**config.mk**
```make
export PLATFORM = sky130hd
export DESIGN_NAME = uart_tx
export DESIGN_NICKNAME = d
export VERILOG_FILES = /design/src/rtl/uart_pkg.sv /design/src/rtl/uart_bit_timer.sv /design/src/rtl/uart_tx.sv
export SDC_FILE = /design/constraint.sdc
export NUM_CORES = 1
export LEC_CHECK = 0
export CORE_AREA = 3 3 50 48
export DETAILED_ROUTE_END_ITERATION = 6
export DIE_AREA = 0 0 53 51
export GPL_TIMING_DRIVEN = 0
export PLACE_DENSITY = 0.81
export SLEW_MARGIN = 20
export SYNTH_ARGS = -nofsm -noshare
export SYNTH_HDL_FRONTEND = slang
export SYNTH_SLANG_ARGS = --single-unit
```
**constraint.sdc**
```tcl
create_clock -name clk -period 2.25 [get_ports clk]
set_input_delay 0.225 -clock clk [delete_from_list [all_inputs] [get_ports clk]]
set_output_delay 0.225 -clock clk [all_outputs]
set_load 0.02 [all_outputs]
```
**src/rtl/uart_pkg.sv**
```systemverilog
// rtl/uart_pkg.sv - shared types and constants for the UART transmitter
package uart_pkg;

    typedef enum logic [1:0] {
        IDLE,
        START,
        DATA,
        STOP
    } uart_tx_state_t;

    localparam int DataBits = 8;

    // Width of the per-bit sample down counter; kept at least one bit wide
    function automatic int cnt_width(input int oversample);
        return (oversample < 2) ? 1 : $clog2(oversample);
    endfunction

endpackage

```
**src/rtl/uart_bit_timer.sv**
```systemverilog
// rtl/uart_bit_timer.sv - per-bit down counter that ticks on the last cycle of a bit
module uart_bit_timer
    import uart_pkg::*;
#(
    parameter int Oversample = 16
) (
    input  logic clk,
    input  logic nReset,
    input  logic reload,
    output logic tick
);

    localparam int W = cnt_width(Oversample);
    localparam logic [W-1:0] CountTop = W'(Oversample - 1);

    logic [W-1:0] count;

    assign tick = (count == '0);

    // Count down through a bit; restart at every bit boundary or when held by reload
    always_ff @(posedge clk) begin
        if (!nReset || reload || tick) begin
            count <= CountTop;
        end else begin
            count <= count - W'(1);
        end
    end

endmodule

```
**src/rtl/uart_tx.sv**
```systemverilog
// rtl/uart_tx.sv - 8N1 UART transmitter with valid/ready byte input
module uart_tx
    import uart_pkg::*;
#(
    parameter int Oversample = 16
) (
    input  logic       clk,
    input  logic       nReset,
    input  logic [7:0] data,
    input  logic       valid,
    output logic       ready,
    output logic       out,
    output logic       busy,
    output logic       done
);

    uart_tx_state_t        state;
    logic [DataBits-1:0]   shreg;
    logic [2:0]            bit_cnt;
    logic                  tick;
    logic                  reload;
    logic                  accept;

    // The timer is held at its top value while idle, so START always begins a full bit
    assign reload = (state == IDLE);
    assign ready  = (state == IDLE) || ((state == STOP) && tick);
    assign accept = valid && ready;
    assign busy   = (state != IDLE);
    assign done   = (state == STOP) && tick;

    uart_bit_timer #(
        .Oversample(Oversample)
    ) u_bit_timer (
        .clk   (clk),
        .nReset(nReset),
        .reload(reload),
        .tick  (tick)
    );

    // Frame sequencer; out is computed one cycle ahead so it comes straight from a flop
    always_ff @(posedge clk) begin
        if (!nReset) begin
            state   <= IDLE;
            shreg   <= '0;
            bit_cnt <= '0;
            out     <= 1'b1;
        end else begin
            case (state)
                IDLE: begin
                    out <= 1'b1;
                    if (accept) begin
                        shreg <= data;
                        state <= START;
                        out   <= 1'b0;
                    end
                end
                START: begin
                    if (tick) begin
                        state   <= DATA;
                        bit_cnt <= '0;
                        out     <= shreg[0];
                    end
                end
                DATA: begin
                    if (tick) begin
                        shreg <= shreg >> 1;
                        if (bit_cnt == 3'(DataBits - 1)) begin
                            state <= STOP;
                            out   <= 1'b1;
                        end else begin
                            bit_cnt <= bit_cnt + 3'd1;
                            out     <= shreg[1];
                        end
                    end
                end
                STOP: begin
                    if (tick) begin
                        if (accept) begin
                            shreg <= data;
                            state <= START;
                            out   <= 1'b0;
                        end else begin
                            state <= IDLE;
                            out   <= 1'b1;
                        end
                    end
                end
                default: begin
                    state <= IDLE;
                    out   <= 1'b1;
                end
            endcase
        end
    end

endmodule
```
==> results.json <==
{
  "cts_buffers": 3,
  "fin_nets": 148,
  "finClkSkew_ns": 0.00456,
  "syn-cell-area_um2": 975,
  "p_comb_frac": 0.502,
  "insertion_delay_ns": 0.30,
  "drtIter0Drc": 26,
  "critical_path_class": "reg -> out",
  "worst_pin_slew_ns": 0.482,
  "clock_power_share": 0.145,
  "via_per_inst": 5.70,
  "crit_arrival_ns": 1.91,
  "grt_antenna_before_repair": 0,
  "slew_headroom": 0.679,
  "grt_pass1_wl_um": 3610,
  "period_share": 0.948,
  "drt_first_pass_iters": 4,
  "placed_area_um2": 1150,
  "die_x_um": 53,
  "cp_max_fo": 5,
  "syn2layout_area_growth_pct": 21.2,
  "yosys_register_bits": 18,
  "io-pin-count": 15,
  "die_h_um": 51,
  "critPathLaunchType": "flip-flop",
  "worst_slack_ns": 0.117,
  "fillers": 169,
  "rsz0062_at_grt": "no",
  "tritoncts": "built",
  "cp-end-kind": "output port",
  "portBuffers": 14,
  "diodes": 0,
  "synth_top_area_share": 0.370,
  "post_cts_buffers": 0,
  "clkTransAtPathRegs_ns": 0.10,
  "setup_viol": 0,
  "ant_nets": 0,
  "regArea_um2": 360,
  "stdcell_count": 152,
  "globalRoute.totalOverflow": 0,
  "synth_common_cells": "dfxtp_1, nand2_1, ha_1",
  "place_hpwl_um": 1620,
  "hold_buffers": 0,
  "power-per-cell-area_nw_per_um2": 1200,
  "yosysWarnings": 0,
  "yosys-top-cells-area": "dfxtp_1, ha_1, o211a_1, o22ai_1, nand2_1",
  "yosysMostFrequentCell": "dfxtp_1",
  "ys_types": 33,
  "cts_max_level": 1,
  "min-delay-start": "u_bit_timer.count[0]",
  "grt_pass1_vias": 838,
  "synth_area_leader_cell": "dfxtp_1",
  "hp-class": "reg -> reg",
  "holdWs_ns": 0.418,
  "dp_slack_ns": 0.339,
  "postRouteWirelength_um": 2180,
  "ir_drop_uv": 761,
  "regToRegEndpoint": "shreg[6]",
  "hold_path_end": "u_bit_timer.count[0]",
  "final-hold-violation-count": 0,
  "cts.path.max_buffers": 2,
  "reg2regPathDepth": 7,
  "p_int_mw": 0.827,
  "cts-root-buf": "clkbuf_4",
  "timing.max_cap.violations": 0,
  "dpl.cell_count": 148,
  "syn_nets": 129,
  "via_count": 867,
  "switching_share": 0.415,
  "period_minus_slack_ns": 2.13,
  "multi_input_comb_area_um2": 572,
  "r2r_slack_ns": 0.31,
  "power.leakage_nw": 0.538,
  "clock-sinks": 18,
  "routedWlPerCell_um": 14.3,
  "holdPathStages": 1,
  "grt.total_usage": 0.181,
  "fin_util": 0.623,
  "synth-edff-count": 0,
  "fmax_mhz": 469,
  "status": "finished clean",
  "power_mw": 1.41,
  "cts_resized": 1,
  "switchingPower_mw": 0.586,
  "synth_ff_type": "dfxtp_1",
  "synthCells": 109,
  "synth_area_per_cell_um2": 8.94,
  "die_area_um2": 2700,
  "rows": 15,
  "grt_start_max_net_pins": 11,
  "setup_tns_ns": 0,
  "gp_congestion": 0.746,
  "slew_violations": 0,
  "design_area_um2": 1180,
  "drive_gt1_frac": 0.110,
  "start_util": 0.514,
  "drc_errors": 0,
  "ys_async_sr_fraction": 0,
  "reg2reg_from": "state[0]",
  "ys_seq_area_frac": 0.370,
  "coreArea_um2": 1900,
  "cp_data_required_time_ns": 2.03,
  "power_frac_seq": 0.353
}
[metal layers]
layer  global-route usage  up-vias  share of wire
li1                     -      433              -
met5                    0        -              0
met2                0.289       23           0.48
met4               0.0596        0          0.012
met1                0.225      406           0.45
met3               0.0612        5          0.057
[power by group through the flow]
stage | combinational (mW) | sequential [mW] | clock (mW)
final | 0.709 | 0.499 | 0.205
after global routing | 0.782 | 0.510 | 0.226
after CTS | 0.707 | 0.496 | 0.209
after detailed placement | 0.712 | 0.503 | 0
after global placement | 0.686 | 0.493 | 0
after floorplan | 0.514 | 0.490 | 0
[area by class of cell]
type / instances / area share
Buffer: 3 / 0.0106
Timing Repair Buffer: 14 / 0.118
Sequential cell: 18 / 0.305
Inverter: 8 / 0.0254
Clock buffer: 4 / 0.0307
Tap cell: 25 / 0.0265
Multi-Input combinational cell: 80 / 0.484
[placed cells by master (no fill, tap or decap), types with 2 or more instances in the layout]
cell type	n
ha_1	9
nor3_1	4
o211a_1	5
a21oi_1	7
o22ai_1	7
clkdlybuf4s50_1	13
o21a_1	3
nand4_1	2
clkbuf_4	3
inv_2	2
inv_1	6
o211ai_1	2
nand2b_1	2
clkbuf_1	2
nor2b_1	2
nand2_1	11
o21ai_1	3
xnor2_1	2
or2_2	2
nand3_1	3
dfxtp_1	18
nor2_1	4
[state kept, by name, summed over array words and instances, names as in the netlist]
name,cells
bit_cnt,3
u_bit_timer.count,4
out,1
shreg,8
state,2
[critical path: stages, from the launching register on]
cell and delay [ns]:
dfxtp_1 0.42, ha_1 0.25, and4bb_2 0.31, clkdlybuf4s50_1 0.62
[worst max path at each step]
stage                           to                  from  cells past startpoint  slack [ns]
after floorplan           state[0]              state[0]                      7        0.61
after global placement       ready  u_bit_timer.count[0]                      5        0.36
after detailed placement     ready              state[0]                      4        0.34
after CTS                     done              state[0]                      3        0.11
after global routing          done              state[0]                      3        0.05
final                         done              state[0]                      3        0.12
[logic make-up (layout without fill, tap and decap cells)]
kind of cell / after synthesis / after routing / share of synthesized area
AO/OA/AOI/OAI: 34 / 34 / 0.248
AND/OR/NAND/NOR: 34 / 34 / 0.195
flip-flops: 18 / 18 / 0.370
buffers and inverters: 11 / 29 / 0.0436
adder cells (fa/ha/maj): 9 / 9 / 0.116
XOR/XNOR: 2 / 2 / 0.0180
multiplexers: 1 / 1 / 0.0103
(Power assumes the default switching activity.)
